`config.mk`:
```
export PLATFORM = sky130hd
export DESIGN_NAME = nnue_feature_sequencer_flat
export DESIGN_NICKNAME = d
export VERILOG_FILES = /design/src/rtl/nnue_pkg.sv /design/src/rtl/nnue_feature_sequencer_if.sv /design/src/rtl/nnue_watchdog.sv /design/src/rtl/nnue_feature_sequencer.sv /design/src/flat_wrapper.sv
export SDC_FILE = /design/constraint.sdc
export NUM_CORES = 1
export LEC_CHECK = 0
export ABC_AREA = 0
export BUFFER_PORTS_ARGS = -buffer_cell sky130_fd_sc_hd__buf_2
export CORE_AREA = 2 2 83 85
export DETAILED_ROUTE_END_ITERATION = 10
export DIE_AREA = 0 0 85 87
export GPL_ROUTABILITY_DRIVEN = 0
export GPL_TIMING_DRIVEN = 0
export HOLD_SLACK_MARGIN = 0.06
export PLACE_DENSITY = 0.63
export SLEW_MARGIN = 10
export SYNTH_ARGS = -nofsm -noshare
export SYNTH_HDL_FRONTEND = slang
export SYNTH_SLANG_ARGS = --single-unit
```
`constraint.sdc`:
```
create_clock -name clk -period 1.8 [get_ports clk]
set_input_delay 0.36 -clock clk [delete_from_list [all_inputs] [get_ports clk]]
set_output_delay 0.36 -clock clk [all_outputs]
set_load 0.02 [all_outputs]
```
`src/rtl/nnue_pkg.sv`:
```
// Shared types and helpers for the NNUE feature-update sequencer.
// Feature rows are {piece_type, square}; results are 16-bit signed.
package nnue_pkg;

  localparam int ROW_W = 7;
  localparam int SQ_W  = 6;
  localparam int RES_W = 16;

  typedef enum logic [2:0] {
    S_IDLE,
    S_ISSUE,
    S_WAIT,
    S_GAP,
    S_DONE
  } state_t;

  typedef struct packed {
    logic            player;
    logic            piece;
    logic [SQ_W-1:0] from_sq;
    logic [SQ_W-1:0] to_sq;
    logic            cap;
    logic            cap_piece;
  } move_t;

  typedef struct packed {
    logic             add;
    logic [ROW_W-1:0] row;
  } op_t;

  function automatic logic [ROW_W-1:0] row_encode(input logic piece, input logic [SQ_W-1:0] sq);
    return {piece, sq};
  endfunction

endpackage

```
`src/rtl/nnue_feature_sequencer_if.sv`:
```
// Move-descriptor handshake, accumulator command bus and result/status signals.
// master = environment (move source + accumulator), slave = sequencer.
interface nnue_feature_sequencer_if;
  import nnue_pkg::*;

  logic                    mv_valid;
  logic                    mv_ready;
  logic                    mv_player;
  logic                    mv_piece;
  logic [SQ_W-1:0]         mv_from;
  logic [SQ_W-1:0]         mv_to;
  logic                    mv_cap;
  logic                    mv_cap_piece;

  logic                    nn_trigger;
  logic                    nn_player;
  logic [ROW_W-1:0]        nn_row;
  logic                    nn_add;
  logic                    nn_finish;
  logic signed [RES_W-1:0] nn_out;

  logic signed [RES_W-1:0] eval;
  logic                    eval_valid;
  logic                    err;
  logic                    busy;

  modport master (
    output mv_valid, mv_player, mv_piece, mv_from, mv_to, mv_cap, mv_cap_piece,
    output nn_finish, nn_out,
    input  mv_ready, nn_trigger, nn_player, nn_row, nn_add,
    input  eval, eval_valid, err, busy
  );

  modport slave (
    input  mv_valid, mv_player, mv_piece, mv_from, mv_to, mv_cap, mv_cap_piece,
    input  nn_finish, nn_out,
    output mv_ready, nn_trigger, nn_player, nn_row, nn_add,
    output eval, eval_valid, err, busy
  );

endinterface

```
`src/rtl/nnue_watchdog.sv`:
```
// Per-operation timeout counter: cleared at issue, counts wait cycles,
// flags expire during the TIMEOUT-th wait cycle.
module nnue_watchdog #(
  parameter int TIMEOUT = 255
) (
  input  logic clk,
  input  logic rst_n,
  input  logic clr,
  input  logic en,
  output logic expire
);

  logic [7:0] cnt;

  assign expire = en && (cnt == 8'(TIMEOUT - 1));

  always_ff @(posedge clk or negedge rst_n) begin
    if (!rst_n) begin
      cnt <= '0;
    end else if (clr) begin
      cnt <= '0;
    end else if (en && !expire) begin
      cnt <= cnt + 8'd1;
    end
  end

endmodule

```
`src/rtl/nnue_feature_sequencer.sv`:
```
// Turns one chess move into 2 (quiet) or 3 (capture) accumulator row updates,
// issued one at a time, and captures the final accumulator result.
module nnue_feature_sequencer
  import nnue_pkg::*;
#(
  parameter int TIMEOUT = 255,
  parameter int OP_GAP  = 1
) (
  input logic                    clk,
  input logic                    rst_n,
  nnue_feature_sequencer_if.slave bus
);

  localparam logic [1:0] GAP_LAST = 2'((OP_GAP > 0) ? OP_GAP - 1 : 0);

  state_t                  state_q, state_d;
  move_t                   mv_in, mv_q, op_src;
  op_t                     op_next;
  logic [1:0]              op_idx_q, op_sel, num_ops, gap_cnt_q;
  logic                    load_op, last_op, expire;
  logic                    nn_player_q, nn_add_q, err_q;
  logic [ROW_W-1:0]        nn_row_q;
  logic signed [RES_W-1:0] eval_q;

  function automatic op_t op_decode(input move_t m, input logic [1:0] idx);
    op_t o;
    o.add = 1'b1;
    o.row = row_encode(m.piece, m.to_sq);
    if (idx == 2'd0) begin
      o.add = 1'b0;
      o.row = row_encode(m.piece, m.from_sq);
    end else if (idx == 2'd1 && m.cap) begin
      o.add = 1'b0;
      o.row = row_encode(m.cap_piece, m.to_sq);
    end
    return o;
  endfunction

  assign mv_in = '{player: bus.mv_player, piece: bus.mv_piece, from_sq: bus.mv_from,
                   to_sq: bus.mv_to, cap: bus.mv_cap, cap_piece: bus.mv_cap_piece};

  // In IDLE the first op is built straight from the incoming move so it is
  // ready on the bus in the ISSUE cycle; later ops come from the latched copy.
  assign op_src  = (state_q == S_IDLE) ? mv_in : mv_q;
  assign op_sel  = (state_q == S_IDLE) ? 2'd0 : op_idx_q;
  assign op_next = op_decode(op_src, op_sel);
  assign num_ops = mv_q.cap ? 2'd3 : 2'd2;
  assign last_op = (op_idx_q == num_ops);
  assign load_op = (state_d == S_ISSUE) && (state_q != S_ISSUE);

  nnue_watchdog #(.TIMEOUT(TIMEOUT)) u_watchdog (
    .clk    (clk),
    .rst_n  (rst_n),
    .clr    (state_q == S_ISSUE),
    .en     (state_q == S_WAIT),
    .expire (expire)
  );

  always_comb begin
    state_d = state_q;
    case (state_q)
      S_IDLE:  if (bus.mv_valid) state_d = S_ISSUE;
      S_ISSUE: state_d = S_WAIT;
      S_WAIT: begin
        if (bus.nn_finish) begin
          if (last_op)          state_d = S_DONE;
          else if (OP_GAP == 0) state_d = S_ISSUE;
          else                  state_d = S_GAP;
        end else if (expire) begin
          state_d = S_IDLE;
        end
      end
      S_GAP:   if (gap_cnt_q == GAP_LAST) state_d = S_ISSUE;
      S_DONE:  state_d = S_IDLE;
      default: state_d = S_IDLE;
    endcase
  end

  always_ff @(posedge clk or negedge rst_n) begin
    if (!rst_n) begin
      state_q     <= S_IDLE;
      mv_q        <= '0;
      op_idx_q    <= '0;
      gap_cnt_q   <= '0;
      nn_player_q <= 1'b0;
      nn_add_q    <= 1'b0;
      nn_row_q    <= '0;
      eval_q      <= '0;
      err_q       <= 1'b0;
    end else begin
      state_q <= state_d;
      if (state_q == S_IDLE && bus.mv_valid) mv_q <= mv_in;
      if (state_q == S_IDLE)       op_idx_q <= '0;
      else if (state_q == S_ISSUE) op_idx_q <= op_idx_q + 2'd1;
      gap_cnt_q <= (state_q == S_GAP) ? gap_cnt_q + 2'd1 : 2'd0;
      if (load_op) begin
        nn_player_q <= op_src.player;
        nn_add_q    <= op_next.add;
        nn_row_q    <= op_next.row;
      end
      if (state_q == S_WAIT && bus.nn_finish && last_op) eval_q <= bus.nn_out;
      if (state_q == S_WAIT && !bus.nn_finish && expire) err_q <= 1'b1;
    end
  end

  assign bus.mv_ready   = (state_q == S_IDLE);
  assign bus.nn_trigger = (state_q == S_ISSUE);
  assign bus.nn_player  = nn_player_q;
  assign bus.nn_add     = nn_add_q;
  assign bus.nn_row     = nn_row_q;
  assign bus.eval       = eval_q;
  assign bus.eval_valid = (state_q == S_DONE);
  assign bus.err        = err_q;
  assign bus.busy       = (state_q != S_IDLE);

endmodule

```
`src/flat_wrapper.sv`:
```
// flat-port wrapper written by rule: the top's interface ports become plain ports
module nnue_feature_sequencer_flat import nnue_pkg::*;
#(
  parameter int TIMEOUT = 255,
  parameter int OP_GAP  = 1
)
  (clk, rst_n, bus_mv_valid, bus_mv_player, bus_mv_piece, bus_mv_from, bus_mv_to, bus_mv_cap, bus_mv_cap_piece, bus_nn_finish, bus_nn_out, bus_mv_ready, bus_nn_trigger, bus_nn_player, bus_nn_row, bus_nn_add, bus_eval, bus_eval_valid, bus_err, bus_busy);
  nnue_feature_sequencer_if bus_i ();
  input logic clk;
  input logic rst_n;
  input wire logic [$bits(bus_i.mv_valid)-1:0] bus_mv_valid;
  input wire logic [$bits(bus_i.mv_player)-1:0] bus_mv_player;
  input wire logic [$bits(bus_i.mv_piece)-1:0] bus_mv_piece;
  input wire logic [$bits(bus_i.mv_from)-1:0] bus_mv_from;
  input wire logic [$bits(bus_i.mv_to)-1:0] bus_mv_to;
  input wire logic [$bits(bus_i.mv_cap)-1:0] bus_mv_cap;
  input wire logic [$bits(bus_i.mv_cap_piece)-1:0] bus_mv_cap_piece;
  input wire logic [$bits(bus_i.nn_finish)-1:0] bus_nn_finish;
  input wire logic [$bits(bus_i.nn_out)-1:0] bus_nn_out;
  output wire logic [$bits(bus_i.mv_ready)-1:0] bus_mv_ready;
  output wire logic [$bits(bus_i.nn_trigger)-1:0] bus_nn_trigger;
  output wire logic [$bits(bus_i.nn_player)-1:0] bus_nn_player;
  output wire logic [$bits(bus_i.nn_row)-1:0] bus_nn_row;
  output wire logic [$bits(bus_i.nn_add)-1:0] bus_nn_add;
  output wire logic [$bits(bus_i.eval)-1:0] bus_eval;
  output wire logic [$bits(bus_i.eval_valid)-1:0] bus_eval_valid;
  output wire logic [$bits(bus_i.err)-1:0] bus_err;
  output wire logic [$bits(bus_i.busy)-1:0] bus_busy;
  assign bus_i.mv_valid = bus_mv_valid;
  assign bus_i.mv_player = bus_mv_player;
  assign bus_i.mv_piece = bus_mv_piece;
  assign bus_i.mv_from = bus_mv_from;
  assign bus_i.mv_to = bus_mv_to;
  assign bus_i.mv_cap = bus_mv_cap;
  assign bus_i.mv_cap_piece = bus_mv_cap_piece;
  assign bus_i.nn_finish = bus_nn_finish;
  assign bus_i.nn_out = bus_nn_out;
  assign bus_mv_ready = bus_i.mv_ready;
  assign bus_nn_trigger = bus_i.nn_trigger;
  assign bus_nn_player = bus_i.nn_player;
  assign bus_nn_row = bus_i.nn_row;
  assign bus_nn_add = bus_i.nn_add;
  assign bus_eval = bus_i.eval;
  assign bus_eval_valid = bus_i.eval_valid;
  assign bus_err = bus_i.err;
  assign bus_busy = bus_i.busy;
  nnue_feature_sequencer #(.TIMEOUT(TIMEOUT), .OP_GAP(OP_GAP)) u_core (.clk(clk), .rst_n(rst_n), .bus(bus_i));
endmodule
```
==> results.md <==
- Fmax: 514 MHz
- DP Cell Count: 381
- GRT Total Usage: 15.3%
- Critical Path Fanout Max: 5
- Area leader, netlist: dfrtp_1
- Slowest-stage cell, CP: dfrtp_2
- Layout cells sized above 1: 47.8%
- Cell depth of the worst flop-to-flop path: 7
- Post-Syn Nets: 275
- Die Span X: 85 um
- Cts bufs inserted: 9
- Congestion Overflow GR: 0
- First-pass GRT wire length: 8870 um
- Hold violation total from the final report: 0
- Via density: 4.82
- Cell Chain, Critical Path: buf_6, or3_4, inv_8, buf_8, buf_6
- Slew @ Worst Pin: 0.725 ns
- Post-Layout Cell Count: 436
- Final setup violation count: 26
- CTS Buffer Depth: 2
- P_leak: 0.00190 uW
- Area delta synth->final: 44.8%
- Distinct cells, synth: 37
- Total power: 7070 uW
- Clock Root Buffer: clkbuf_8
- Number of global-route vias before repair: 1906
- Buf+Inv Stages, Crit Path: 4
- Initial antenna violation count: 0
- Clock Latency Late Sink: 0.33 ns
- Final ANT Viol Nets: 0
- Post-route minimum period: 1.94 ns
- RSZ-0062 raised after global routing: yes
- Crit path kind: reg -> out
- Most frequent CP cell: buf_6
- Drt pass-1 iters: 4
- Final HPWL DP: 3530 um
- Largest net degree at the start of global routing: 58
- Worst rel slew slack: 51.7%
- Synth top area cells: dfrtp_1 (56%), mux2_2 (11%), nand2_1 (9.8%)
- CTS sink cnt: 57
- Sequential fraction of the synthesis area: 55.9%
- CP Depth: 5
- CP Capture Type: output port
- Fraction of registers with async set/reset: 100%
- Routed vias: 2102
- Status: finished, violations left
- Placement Cell Area: 2990 um^2
- CP Launch Type: flip-flop
- CP Data Arrival Time: 1.58 ns
- Synth top area share: 55.9%
- Clock Pin Slew Worst Setup and Hold Paths: 0.07 ns
- DR iter-0 viols: 124
- Die area: 7400 um^2
- Post-synth EDFFs: 0
- Diodes inserted: 0
- Setup WS pre-CTS: -0.185 ns
- Final #Nets: 390
- Cell area power density: 1910 nW/um^2
- Crit path max-delay family: flip-flops
- Starting Density: 38.9%
- Failing checks: negative setup slack
- Critical Path Max Stage Delay: 0.43 ns
- Buffers on Ports: 65
- Clock skew: 0.00889 ns
- Hold-fix buffers, CTS: 0
- DRC errors left: 0
- Peak VDD IR: 0.776 mV
- Post-synthesis instance total: 236
- Design Area, Final: 3700 um^2
- Setup slack after layout: -0.144 ns
- Max cap viols: 0
- Die span in y: 87 um
- Hold Path Class: in -> async
- Final Max Tran Viols: 0
- Final Core Density: 56.3%
- Seq cells post-synth: 57
- Yosys warns: 0
- WL final: 6030 um
- Final period util: 108%
- Core Rows: 30
- Main synth FF type: dfrtp_1
- CTS tree: done
- Netlist Area Pre-Place: 2550 um^2
- Ports: 66
- H-tree depth: 3
- Avg Cell Area, Syn: 10.8 um^2
- WL per Instance: 13.8 um
- Placeable Area: 6570 um^2
- Crit path required time: 1.44 ns
report_power, final:
group | internal [uW] | total [uW] | leakage, uW | switching, uW
logic | 1730 | 3420 | 0.00106 | 1700
clock network | 955 | 1470 | 0.000120 | 516
registers | 1860 | 2180 | 0.000721 | 322
stage by stage:
stage | hold slack [ns] | TNS (ns)
floorplan | 0.0644 | -0.139
CTS | 0.106 | -1.71
finish | 0.0750 | -2.55
global route | 0.130 | -4.11
global placement | 0.426 | -3.69
detailed placement | 0.457 | -4.01
sequential cells by signal, indices dropped and copies added, names as in the netlist:
name / count
u_core.bus.err: 1
u_core.bus.eval: 16
u_core.bus.nn_add: 1
u_core.bus.nn_player: 1
u_core.bus.nn_row: 7
u_core.gap_cnt_q: 2
u_core.mv_q: 16
u_core.op_idx_q: 2
u_core.state_q: 3
u_core.u_watchdog.cnt: 8
cells in the mapped netlist (all sizes together) (2+ instances only):
library cell,count
dfrtp,57
o21ai,15
nand2,67
nand3,7
nor2,9
mux2i,7
mux2,24
nand4,4
ha,3
xor2,4
inv,7
xnor2,3
clkbuf,2
buf,6
nand4b,2
nor3,2
a21oi,2
nand2b,2
nor3b,2
path summary, 6_finish.rpt:
kind                                     startpoint                       end  slack [ns]
max                               u_core.state_q[2]              bus_mv_ready       -0.14
min                                           rst_n            u_core.mv_q[2]        0.07
max reg2reg                u_core.u_watchdog.cnt[0]      u_core.bus.nn_row[0]       -0.12
min reg2reg                     u_core.gap_cnt_q[0]       u_core.gap_cnt_q[0]        0.45
max in group asynchronous                     rst_n  u_core.u_watchdog.cnt[1]        1.19
min in group clk                      bus_nn_out[6]        u_core.bus.eval[6]        0.21
metal layers:
metal | part of all wire [%] | up-vias | track usage, % | wire length (um)
li1 | - | 1026 | - | -
met3 | 4.2 | 8 | 4.55 | 254
met4 | 1.4 | 0 | 6.93 | 87
met5 | 0 | - | 0 | 0
met2 | 46 | 48 | 23.0 | 2770
met1 | 48 | 1020 | 20.5 | 2920
layout make-up:
type                       count  area (um^2)
multi-input combinational    165         1150
clock inverter                 5          103
buffer                         7         62.6
sequential                    57         1430
timing repair buffer         104          668
fill                         562         2870
clock buffer                  11          141
inverter                       7         38.8
tap                           80          100
cell families after synthesis:
kind of cell	after synthesis	synth area share (%)
DFF	57	55.9
and+or+nand+nor	102	19.3
buffers and inverters	15	2.94
xor gates and xnor gates	7	2.40
AOI/OAI and AO/OA	21	4.75
muxes	31	13.3
adders and majority gates	3	1.47
cell usage in the layout (no fill, tap or decap), types with 3 or more instances in the layout:
cell,n
o21ai_1,3
xnor2_1,3
nand2_1,67
buf_2,63
xor2_1,4
buf_4,36
mux2_2,15
mux2i_1,7
dfrtp_2,4
inv_1,3
o21ai_0,12
buf_6,7
nor2_1,8
dfrtp_1,53
nand4_1,3
bufinv_16,3
nand3_1,6
clkbuf_8,10
mux2_4,9
what timing repair did:
item,in CTS,in global routing
setup buffers,7,31
resized for setup,16,32
setup endpoints to repair,30,33
cloned,0,2
pin swaps,1,7
Note: power is estimated with default switching activity, not from simulation.
